[config.mk]
export PLATFORM = sky130hd
export DESIGN_NAME = interrupt_controller_flat
export DESIGN_NICKNAME = d
export VERILOG_FILES = /design/src/rtl/interrupt_controller_pkg.sv /design/src/rtl/interrupt_controller_if.sv /design/src/rtl/intc_sync_edge.sv /design/src/rtl/interrupt_controller.sv /design/src/flat_wrapper.sv
export SDC_FILE = /design/constraint.sdc
export NUM_CORES = 1
export LEC_CHECK = 0
export CAP_MARGIN = 20
export CORE_MARGIN = 2
export CORE_UTILIZATION = 25
export CTS_BUF_LIST = sky130_fd_sc_hd__clkbuf_16
export CTS_CLUSTER_DIAMETER = 40
export DETAILED_ROUTE_END_ITERATION = 7
export MAX_ROUTING_LAYER = met4
export PLACE_DENSITY_LB_ADDON = 0.05
export SLEW_MARGIN = 15
export SYNTH_ARGS = -nofsm -noshare
export SYNTH_HDL_FRONTEND = slang
export SYNTH_SLANG_ARGS = --single-unit
[constraint.sdc]
create_clock -name CLK -period 4.5 [get_ports CLK]
set_clock_uncertainty 0.2 [all_clocks]
set_input_delay 0.9 -clock CLK [delete_from_list [all_inputs] [get_ports CLK]]
set_output_delay 0.9 -clock CLK [all_outputs]
set_load 0.01 [all_outputs]
[src/rtl/interrupt_controller_pkg.sv]
// Shared constants for the PC interrupt interface: next-address select codes, vector addresses
// and the in-service level encoding (state value == {ISR1,ISR0}).
package interrupt_controller_pkg;

  localparam logic [2:0] PC_NEXTX_NEXT  = 3'd0;
  localparam logic [2:0] PC_NEXTX_INTV0 = 3'd1;
  localparam logic [2:0] PC_NEXTX_INTV1 = 3'd2;
  localparam logic [2:0] PC_NEXTX_INTR0 = 3'd3;
  localparam logic [2:0] PC_NEXTX_INTR1 = 3'd4;

  localparam logic [15:0] INTV0 = 16'h0004;
  localparam logic [15:0] INTV1 = 16'h0008;

  typedef enum logic [1:0] {
    LVL_IDLE = 2'b00,
    LVL_IN0  = 2'b01,
    LVL_IN1  = 2'b10,
    LVL_BOTH = 2'b11
  } lvl_e;

endpackage

[src/rtl/interrupt_controller_if.sv]
// Fetch-side bundle between decoder/program counter (master) and interrupt controller (slave).
interface interrupt_controller_if;
  logic       FETCH;
  logic       PC_ENX;
  logic       EI;
  logic       DI;
  logic       RETI;
  logic [2:0] PC_NEXTX;
  logic       PC_LD_INT0X;
  logic       PC_LD_INT1X;
  logic [1:0] INT_ACK;
  logic [1:0] INT_ISR;
  logic       INT_IE;

  modport master (
    output FETCH, PC_ENX, EI, DI, RETI,
    input  PC_NEXTX, PC_LD_INT0X, PC_LD_INT1X, INT_ACK, INT_ISR, INT_IE
  );

  modport slave (
    input  FETCH, PC_ENX, EI, DI, RETI,
    output PC_NEXTX, PC_LD_INT0X, PC_LD_INT1X, INT_ACK, INT_ISR, INT_IE
  );
endinterface

[src/rtl/intc_sync_edge.sv]
// Synchronises one asynchronous request line through SYNC_STAGES flops and emits a one-cycle
// pulse on each rising edge of the synchronised level.
module intc_sync_edge #(
  parameter int SYNC_STAGES = 2
) (
  input  logic CLK,
  input  logic RESETN,
  input  logic req_i,
  output logic rise_o
);

  logic [SYNC_STAGES-1:0] sync_q;
  logic                   lvl_q;

  always_ff @(posedge CLK or negedge RESETN) begin
    if (!RESETN) begin
      sync_q <= '0;
      lvl_q  <= 1'b0;
    end else begin
      sync_q <= {sync_q[SYNC_STAGES-2:0], req_i};
      lvl_q  <= sync_q[SYNC_STAGES-1];
    end
  end

  // Held-high lines produce a single pulse; reset clears lvl_q so a line high at release counts once.
  assign rise_o = sync_q[SYNC_STAGES-1] & ~lvl_q;

endmodule

[src/rtl/interrupt_controller.sv]
// Two-level prioritised interrupt requester (INT0 > INT1) driving PC vector/return selects on FETCH.
// Define INTC_NESTING_EN to let INT0 preempt an in-service INT1.
module interrupt_controller
  import interrupt_controller_pkg::*;
#(
  parameter int SYNC_STAGES = 2
) (
  input  logic                   CLK,
  input  logic                   RESETN,
  input  logic                   INT0_REQ,
  input  logic                   INT1_REQ,
  interrupt_controller_if.slave  bus
);

  logic [1:0] rise;
  logic [1:0] pend_q, pend_d;
  logic [1:0] taken;
  logic       ie_q, ie_d;
  lvl_e       lvl_q, lvl_d;
  logic       qual;
  logic       take0;
  logic [2:0] nextx;
  logic       ld0, ld1;
  logic [1:0] ack;

  intc_sync_edge #(.SYNC_STAGES(SYNC_STAGES)) u_sync0 (
    .CLK    (CLK),
    .RESETN (RESETN),
    .req_i  (INT0_REQ),
    .rise_o (rise[0])
  );

  intc_sync_edge #(.SYNC_STAGES(SYNC_STAGES)) u_sync1 (
    .CLK    (CLK),
    .RESETN (RESETN),
    .req_i  (INT1_REQ),
    .rise_o (rise[1])
  );

  assign qual = bus.FETCH & bus.PC_ENX;

`ifdef INTC_NESTING_EN
  assign take0 = ~lvl_q[0];
`else
  assign take0 = (lvl_q == LVL_IDLE);
`endif

  always_comb begin
    nextx = PC_NEXTX_NEXT;
    ld0   = 1'b0;
    ld1   = 1'b0;
    ack   = 2'b00;
    taken = 2'b00;
    lvl_d = lvl_q;
    if (qual) begin
      if (bus.RETI) begin
        // Innermost level (INT0) unwinds first; RETI with nothing in service is ignored.
        case (lvl_q)
          LVL_IN0: begin
            nextx = PC_NEXTX_INTR0;
            lvl_d = LVL_IDLE;
          end
          LVL_BOTH: begin
            nextx = PC_NEXTX_INTR0;
            lvl_d = LVL_IN1;
          end
          LVL_IN1: begin
            nextx = PC_NEXTX_INTR1;
            lvl_d = LVL_IDLE;
          end
          default: ;
        endcase
      end else if (ie_q && pend_q[0] && take0) begin
        nextx    = PC_NEXTX_INTV0;
        ld0      = 1'b1;
        ack[0]   = 1'b1;
        taken[0] = 1'b1;
        lvl_d    = (lvl_q == LVL_IN1) ? LVL_BOTH : LVL_IN0;
      end else if (ie_q && pend_q[1] && (lvl_q == LVL_IDLE)) begin
        nextx    = PC_NEXTX_INTV1;
        ld1      = 1'b1;
        ack[1]   = 1'b1;
        taken[1] = 1'b1;
        lvl_d    = LVL_IN1;
      end
    end
  end

  // A fresh edge in the same cycle as the take re-arms the pending bit.
  assign pend_d = rise | (pend_q & ~taken);
  assign ie_d   = bus.DI ? 1'b0 : (bus.EI ? 1'b1 : ie_q);

  always_ff @(posedge CLK or negedge RESETN) begin
    if (!RESETN) begin
      pend_q <= 2'b00;
      ie_q   <= 1'b0;
      lvl_q  <= LVL_IDLE;
    end else begin
      pend_q <= pend_d;
      ie_q   <= ie_d;
      lvl_q  <= lvl_d;
    end
  end

  assign bus.PC_NEXTX    = nextx;
  assign bus.PC_LD_INT0X = ld0;
  assign bus.PC_LD_INT1X = ld1;
  assign bus.INT_ACK     = ack;
  assign bus.INT_ISR     = lvl_q;
  assign bus.INT_IE      = ie_q;

endmodule

[src/flat_wrapper.sv]
// flat-port wrapper written by rule: the top's interface ports become plain ports
module interrupt_controller_flat import interrupt_controller_pkg::*;
#(
  parameter int SYNC_STAGES = 2
)
  (CLK, RESETN, INT0_REQ, INT1_REQ, bus_FETCH, bus_PC_ENX, bus_EI, bus_DI, bus_RETI, bus_PC_NEXTX, bus_PC_LD_INT0X, bus_PC_LD_INT1X, bus_INT_ACK, bus_INT_ISR, bus_INT_IE);
  interrupt_controller_if bus_i ();
  input  logic CLK;
  input  logic RESETN;
  input  logic INT0_REQ;
  input  logic INT1_REQ;
  input wire logic [$bits(bus_i.FETCH)-1:0] bus_FETCH;
  input wire logic [$bits(bus_i.PC_ENX)-1:0] bus_PC_ENX;
  input wire logic [$bits(bus_i.EI)-1:0] bus_EI;
  input wire logic [$bits(bus_i.DI)-1:0] bus_DI;
  input wire logic [$bits(bus_i.RETI)-1:0] bus_RETI;
  output wire logic [$bits(bus_i.PC_NEXTX)-1:0] bus_PC_NEXTX;
  output wire logic [$bits(bus_i.PC_LD_INT0X)-1:0] bus_PC_LD_INT0X;
  output wire logic [$bits(bus_i.PC_LD_INT1X)-1:0] bus_PC_LD_INT1X;
  output wire logic [$bits(bus_i.INT_ACK)-1:0] bus_INT_ACK;
  output wire logic [$bits(bus_i.INT_ISR)-1:0] bus_INT_ISR;
  output wire logic [$bits(bus_i.INT_IE)-1:0] bus_INT_IE;
  assign bus_i.FETCH = bus_FETCH;
  assign bus_i.PC_ENX = bus_PC_ENX;
  assign bus_i.EI = bus_EI;
  assign bus_i.DI = bus_DI;
  assign bus_i.RETI = bus_RETI;
  assign bus_PC_NEXTX = bus_i.PC_NEXTX;
  assign bus_PC_LD_INT0X = bus_i.PC_LD_INT0X;
  assign bus_PC_LD_INT1X = bus_i.PC_LD_INT1X;
  assign bus_INT_ACK = bus_i.INT_ACK;
  assign bus_INT_ISR = bus_i.INT_ISR;
  assign bus_INT_IE = bus_i.INT_IE;
  interrupt_controller #(.SYNC_STAGES(SYNC_STAGES)) u_core (.CLK(CLK), .RESETN(RESETN), .INT0_REQ(INT0_REQ), .INT1_REQ(INT1_REQ), .bus(bus_i));
endmodule
==> results of run 1 <==
-- critical path: stages --
cell,delay (ns)
clkdlybuf4s50_1,0.57
nor3_1,0.41
clkdlybuf4s50_1,0.61
-- cells by family (layout without fill, tap and decap cells) --
family | count (synthesis) | after routing | share of synthesized area
DFF | 11 | 11 | 0.5263
muxes | 1 | 1 | 0.01914
AOI/OAI and AO/OA | 9 | 9 | 0.1292
adders and majority gates | 5 | 5 | 0.1196
and+or+nand+nor | 11 | 11 | 0.1268
buffers and inverters | 9 | 29 | 0.07895
-- state kept, by name, summed over array words and instances (netlist names) --
signal,cells
u_core.u_sync0.lvl_q,1
u_core.bus.INT_ISR,2
u_core.pend_q,2
u_core.bus.INT_IE,1
u_core.u_sync1.lvl_q,1
u_core.u_sync1.sync_q,2
u_core.u_sync0.sync_q,2
-- worst min-delay path by stage --
stage,slack [ns],cells after the start,endpoint,from
finish,0.15,0,u_core.u_sync0.sync_q[1]$_DFF_PN0_,u_core.u_sync0.sync_q[0]$_DFF_PN0_
global route,0.16,0,u_core.u_sync0.sync_q[1]$_DFF_PN0_,u_core.u_sync0.sync_q[0]$_DFF_PN0_
CTS,0.15,0,u_core.u_sync0.sync_q[1]$_DFF_PN0_,u_core.u_sync0.sync_q[0]$_DFF_PN0_
detailed placement,0.14,0,u_core.u_sync0.sync_q[1]$_DFF_PN0_,u_core.u_sync0.sync_q[0]$_DFF_PN0_
global placement,0.13,0,u_core.u_sync1.sync_q[1]$_DFF_PN0_,u_core.u_sync1.sync_q[0]$_DFF_PN0_
floorplan,0.13,0,u_core.u_sync0.sync_q[1]$_DFF_PN0_,u_core.u_sync0.sync_q[0]$_DFF_PN0_
-- power by group through the flow --
stage	logic, mW	registers [mW]	clock network [mW]
final	0.0831	0.121	0.158
after global routing	0.0941	0.124	0.169
after CTS	0.0850	0.122	0.162
after detailed placement	0.0845	0.123	0
after global placement	0.0859	0.123	0
after floorplan	0.0431	0.124	0
-- layer usage --
metal | track usage | vias up | part of all wire
met5 | - | - | 0
met4 | 0.04167 | 0 | 0
met3 | 0.03939 | 0 | 0.067
met2 | 0.1422 | 13 | 0.47
met1 | 0.1145 | 184 | 0.47
li1 | - | 193 | -
-- layout by cell type, fill, tap and decap left out, types with 2 or more instances in the layout --
cell / count
a21oi_1: 2
clkbuf_16: 3
clkdlybuf4s50_1: 18
dfrtp_1: 11
ha_1: 5
inv_1: 7
nand2_1: 2
nor2_1: 2
o22ai_1: 2
-- stage by stage --
step	hold slack (ns)	area, µm²	power (mW)	setup WS (ns)	util
2_1_floorplan	0.1312	523.0	0.1672	1.832	-
3_3_place_gp	0.1332	721.9	0.2087	0.8717	0.3680
3_5_place_dp	0.1426	721.9	0.2074	0.9017	0.3680
4_1_cts	0.1520	802.0	0.3684	0.8862	0.4088
5_1_grt	0.1622	802.0	0.3877	0.7659	0.4088
6_report	0.1495	802.0	0.3623	0.9126	0.4088
-- cell type report --
type | count | area, µm²
fill | 213 | 1160
tap | 27 | 33.78
inverter | 7 | 26.28
sequential | 11 | 275.3
clock buffer | 3 | 75.07
clock inverter | 1 | 5.005
timing repair buffer | 18 | 180.2
multi-input combinational | 26 | 206.4
==> impl_metrics.env, run 1 <==
export IMPL_dp_cells=89
export IMPL_wl_per_cell_um=10.75
export IMPL_die_w_um=49.74
export IMPL_synth_most_common_cell="dfrtp_1"
export IMPL_cts_max_path_buffers=2
export IMPL_io_buffer_count=18
export IMPL_grt_use_total=0.09605
export IMPL_syn_to_final_growth_pct=53.35
export IMPL_rows=16
export IMPL_worst_pin_slew_ns=0.4766
export IMPL_die_height_um=49.74
export IMPL_vias_per_cell=4.194
export IMPL_instances_no_fill=93
export IMPL_fin_setup_tns_ns=0
export IMPL_numCtsBuffers=3
export IMPL_die_area_um2=2474
export IMPL_postCtsSetupBuffers=0
export IMPL_synth_top_area_share=0.5263
export IMPL_max_slew_margin_rel=0.6813
export IMPL_p_int_uw=271.0
export IMPL_max_freq_mhz=278.8
export IMPL_swShare=0.2520
export IMPL_synth_seq_cells=11
export IMPL_slew_violations=0
export IMPL_syn_inst=46
export IMPL_grt_pass1_wl_mm=1.704
export IMPL_grt_pass1_vias=387
export IMPL_syn_avg_cell_area_um2=11.37
export IMPL_numClockSinks=11
export IMPL_ir_drop_uv=280.7
export IMPL_routabilityCongestion=0.7593
export IMPL_final_nets=81
export IMPL_finalHoldViolCount=0
export IMPL_num_vias=390
export IMPL_cap_violations=0
export IMPL_layout_drive_gt1_share=0.1212
export IMPL_synthTopCellsByArea="dfrtp_1 (53%), ha_1 (12%), inv_1 (5.0%)"
export IMPL_hold_class="flip-flop to flip-flop"
export IMPL_period_minus_slack_ns=3.587
export IMPL_dp_hpwl_um=773.6
export IMPL_io_pins=19
export IMPL_antenna_left=0
export IMPL_ys_seq_area_frac=0.5263
export IMPL_power_per_cell_area_nw_per_um2=451.7
export IMPL_critical_path_class="primary input to output port"
export IMPL_r2r_cells=5
export IMPL_async_flop_share=1.000
export IMPL_cts_tree="yes"
export IMPL_ys_types=21
export IMPL_path_clk_slew_ns=0.04
export IMPL_synth_ff_type="dfrtp_1"
export IMPL_p_seq_frac=0.335
export IMPL_cts_repair_resized=0
export IMPL_required_ns=3.40
export IMPL_power_leakage_nw=0.3746
export IMPL_synth_area_um2=523.0
export IMPL_antenna_found_initial=0
export IMPL_worst_setup_path_end_kind="output port"
export IMPL_reg2reg_to="u_core.pend_q[0]$_DFF_PN0_"
export IMPL_htree_levels=1
export IMPL_finalSetupViolCount=0
export IMPL_rsz0062_at_grt="no"
export IMPL_start_kind="primary input"
export IMPL_syn_nets=60
export IMPL_p_comb_frac=0.229
export IMPL_grt_start_max_net_pins=12
export IMPL_synthTopCellsByCount="dfrtp_1 (11), inv_1 (7), ha_1 (5)"
export IMPL_crit_start="bus_RETI"
export IMPL_diodes=0
export IMPL_regToRegSetupSlack_ns=2.82
export IMPL_firstDrtPassIters=3
export IMPL_initialDrtViolationCount=1
export IMPL_status="finished clean"
export IMPL_yosys_area_top_type="dfrtp_1"
export IMPL_net_switching_power_uw=91.29
export IMPL_endpoint="bus_PC_LD_INT1X"
export IMPL_p_clk_frac=0.436
export IMPL_path_max_fanout=8
export IMPL_period_share=0.7972
export IMPL_post_route_drc_count=0
export IMPL_drt_total_wl_mm=1.000
export IMPL_synth_edff_count=0
export IMPL_r2r_start="u_core.bus.INT_ISR[0]$_DFFE_PN0P_"
export IMPL_cts_hold_buf=0
export IMPL_start_util=0.2666
export IMPL_worstPathArrival_ns=2.49
export IMPL_gr_total_overflow=0
export IMPL_cts_root_buf="clkbuf_16"
export IMPL_yosysWarnings=0
export IMPL_worstSkewPairLatency_ns=0.23
export IMPL_core_um2=1962
(Power assumes the default switching activity.)
==> inputs of run 2 (changes only) <==
==> constraint.sdc (replaced) <==
create_clock -name CLK -period 3.8 [get_ports CLK]
set_clock_uncertainty 0.2 [all_clocks]
set_input_delay 0.76 -clock CLK [delete_from_list [all_inputs] [get_ports CLK]]
set_output_delay 0.76 -clock CLK [all_outputs]
set_load 0.01 [all_outputs]
==> results of run 2 <==
The final DEF is identical to that of run 1. Status: finished clean.
Among the figures that moved: setup slack after placement 0.9017 ns -> 0.4817 ns; setup slack after layout 0.9126 ns -> 0.4926 ns; register-to-register setup slack 2.82 ns -> 2.12 ns; total power 0.3623 mW -> 0.4290 mW; worst IR drop on VDD 280.7 µV -> 332.4 µV
==> inputs of run 3 (changes only) <==
--- a/config.mk
+++ b/config.mk
@@ -5,6 +5,7 @@
 export SDC_FILE = /design/constraint.sdc
 export NUM_CORES = 1
 export LEC_CHECK = 0
+export ABC_CLOCK_PERIOD_IN_PS = 3800
 export CAP_MARGIN = 20
 export CORE_MARGIN = 2
 export CORE_UTILIZATION = 25
@@ -13,6 +14,7 @@
 export DETAILED_ROUTE_END_ITERATION = 7
 export MAX_ROUTING_LAYER = met4
 export PLACE_DENSITY_LB_ADDON = 0.05
+export REMOVE_ABC_BUFFERS = 1
 export SLEW_MARGIN = 15
 export SYNTH_ARGS = -nofsm -noshare
 export SYNTH_HDL_FRONTEND = slang
==> run 3 against run 2 <==
Clock power down 2%; die area unchanged; combinational power about the same; cell count unchanged; setup slack better by 0.055 ns; sequential power about the same; register-to-register slack better by 0.03 ns; critical path depth unchanged; global-route usage down 0.060 points.
==> impl_metrics.env, run 3 (synthesized netlist as in run 1, its figures left out) <==
export IMPL_fin_setup_tns_ns=0
export IMPL_status="finished clean"
export IMPL_vias_per_cell=4.183
export IMPL_period_minus_slack_ns=3.253
export IMPL_worstPathArrival_ns=2.29
export IMPL_syn_to_final_growth_pct=53.11
export IMPL_numCtsBuffers=3
export IMPL_critical_path_class="primary input to output port"
export IMPL_worst_setup_path_end_kind="output port"
export IMPL_rsz0062_at_grt="no"
export IMPL_die_w_um=49.74
export IMPL_start_util=0.2666
export IMPL_p_seq_frac=0.338
export IMPL_path_common_cell="clkdlybuf4s50_1"
export IMPL_path_clk_slew_ns=0.04
export IMPL_routabilityCongestion=0.6537
export IMPL_grt_start_max_net_pins=12
export IMPL_core_um2=1962
export IMPL_cts_hold_buf=0
export IMPL_finalHoldViolCount=0
export IMPL_htree_levels=1
export IMPL_final_nets=81
export IMPL_period_share=0.8560
export IMPL_numClockSinks=11
export IMPL_io_buffer_count=18
export IMPL_rows=16
export IMPL_finalSetupViolCount=0
export IMPL_net_switching_power_uw=106.1
export IMPL_cts_repair_resized=0
export IMPL_initialDrtViolationCount=5
export IMPL_layout_drive_gt1_share=0.1061
export IMPL_layout_commonest_cell="clkdlybuf4s50_1"
export IMPL_grt_use_total=0.09546
export IMPL_firstDrtPassIters=4
export IMPL_cap_violations=0
export IMPL_antenna_found_initial=0
export IMPL_p_comb_frac=0.231
export IMPL_diodes=0
export IMPL_worst_pin_slew_ns=0.4824
export IMPL_die_area_um2=2474
export IMPL_p_int_uw=319.4
export IMPL_crit_slowest_cell="clkdlybuf4s50_1"
export IMPL_finalInstanceArea_um2=800.8
export IMPL_required_ns=2.84
export IMPL_path_cells="clkdlybuf4s50_1 > nor3_2 > clkdlybuf4s50_1"
export IMPL_grt_pass1_wl_mm=1.704
export IMPL_max_freq_mhz=307.4
export IMPL_power_per_cell_area_nw_per_um2=531.4
export IMPL_antenna_left=0
export IMPL_worstSkewPairLatency_ns=0.23
export IMPL_ir_drop_uv=343.2
export IMPL_cts_tree="yes"
export IMPL_post_route_drc_count=0
export IMPL_critPathBufInv=2
export IMPL_regToRegSetupSlack_ns=2.15
export IMPL_cts_root_buf="clkbuf_16"
export IMPL_num_vias=389
export IMPL_wl_per_cell_um=10.65
export IMPL_die_height_um=49.74
export IMPL_cts_max_path_buffers=2
export IMPL_max_stage_delay_ns=0.60
export IMPL_start_kind="primary input"
export IMPL_grt_pass1_vias=365
export IMPL_postCtsSetupBuffers=0
export IMPL_slew_violations=0
export IMPL_path_max_fanout=8
export IMPL_max_slew_margin_rel=0.6774
export IMPL_layout_common_cells="clkdlybuf4s50_1 (18), dfrtp_1 (11), inv_1 (8), ha_1 (5), clkbuf_16 (3)"
export IMPL_postPlaceCellArea_um2=721.9
export IMPL_io_pins=19
export IMPL_p_clk_frac=0.431
export IMPL_p_total_uw=425.5
export IMPL_swShare=0.2493
export IMPL_drt_total_wl_um=990
export IMPL_power_leakage_nw=0.3760
export IMPL_hold_class="flip-flop to flip-flop"
export IMPL_gr_total_overflow=0
export IMPL_dp_hpwl_um=800.6
export IMPL_path_delay_family="buffers and inverters"
run 3: per-layer routing:
| metal | GRT usage | wire length [µm] | up-vias |
|---|---|---|---|
| met5 | - | 0 | - |
| met4 | 0.01389 | 0 | 0 |
| met3 | 0.06364 | 86 | 0 |
| met2 | 0.1156 | 426 | 15 |
| met1 | 0.1319 | 477 | 180 |
| li1 | - | - | 194 |
run 3: worst paths after layout:
kind | start | endpoint | cells past startpoint
max | bus_RETI | bus_INT_ACK[0] | 3
min | u_core.u_sync0.sync_q[0]$_DFF_PN0_ | u_core.u_sync0.sync_q[1]$_DFF_PN0_ | 0
max reg2reg | u_core.bus.INT_ISR[0]$_DFFE_PN0P_ | u_core.pend_q[0]$_DFF_PN0_ | 5
min reg2reg | u_core.u_sync0.sync_q[0]$_DFF_PN0_ | u_core.u_sync0.sync_q[1]$_DFF_PN0_ | 0
max in group asynchronous | RESETN | u_core.bus.INT_ISR[1]$_DFFE_PN0P_ | 1
min in group asynchronous | RESETN | u_core.bus.INT_IE$_DFFE_PN0P_ | 1
run 3: through the flow:
step                      cells  utilization  hold slack (ns)  worst slack (ns)
after floorplan              44            -           0.1312             1.473
after global placement       89       0.3680           0.1328            0.4989
after global routing         93       0.4082           0.1611            0.3887
after detailed placement     89       0.3680           0.1403            0.5283
final                        93       0.4082           0.1475            0.5471
after CTS                    93       0.4082           0.1533            0.5131
run 3: area by class of cell:
class,count,area (µm²)
repair buffers,18,180.2
clock inverters,1,3.754
well taps,27,33.78
inverters,7,26.28
multi-input cells,26,206.4
flip-flops and latches,11,275.3
fillers,213,1161
clock buffers,3,75.07
run 3: worst register-to-register path, stage by stage, from the launching register on:
cell and delay, ns:
dfrtp_1 0.42, inv_1 0.12, ha_1 0.20, nand3_1 0.15, nor3_2 0.33, o22ai_1 0.11
run 3: power groups by stage:
| stage | Sequential [mW] | Clock (mW) | Combinational, mW |
|---|---|---|---|
| floorplan | 0.147 | 0 | 0.0506 |
| detailed placement | 0.145 | 0 | 0.0990 |
| global placement | 0.145 | 0 | 0.100 |
| finish | 0.144 | 0.183 | 0.0981 |
| global route | 0.146 | 0.199 | 0.110 |
| CTS | 0.144 | 0.188 | 0.0992 |
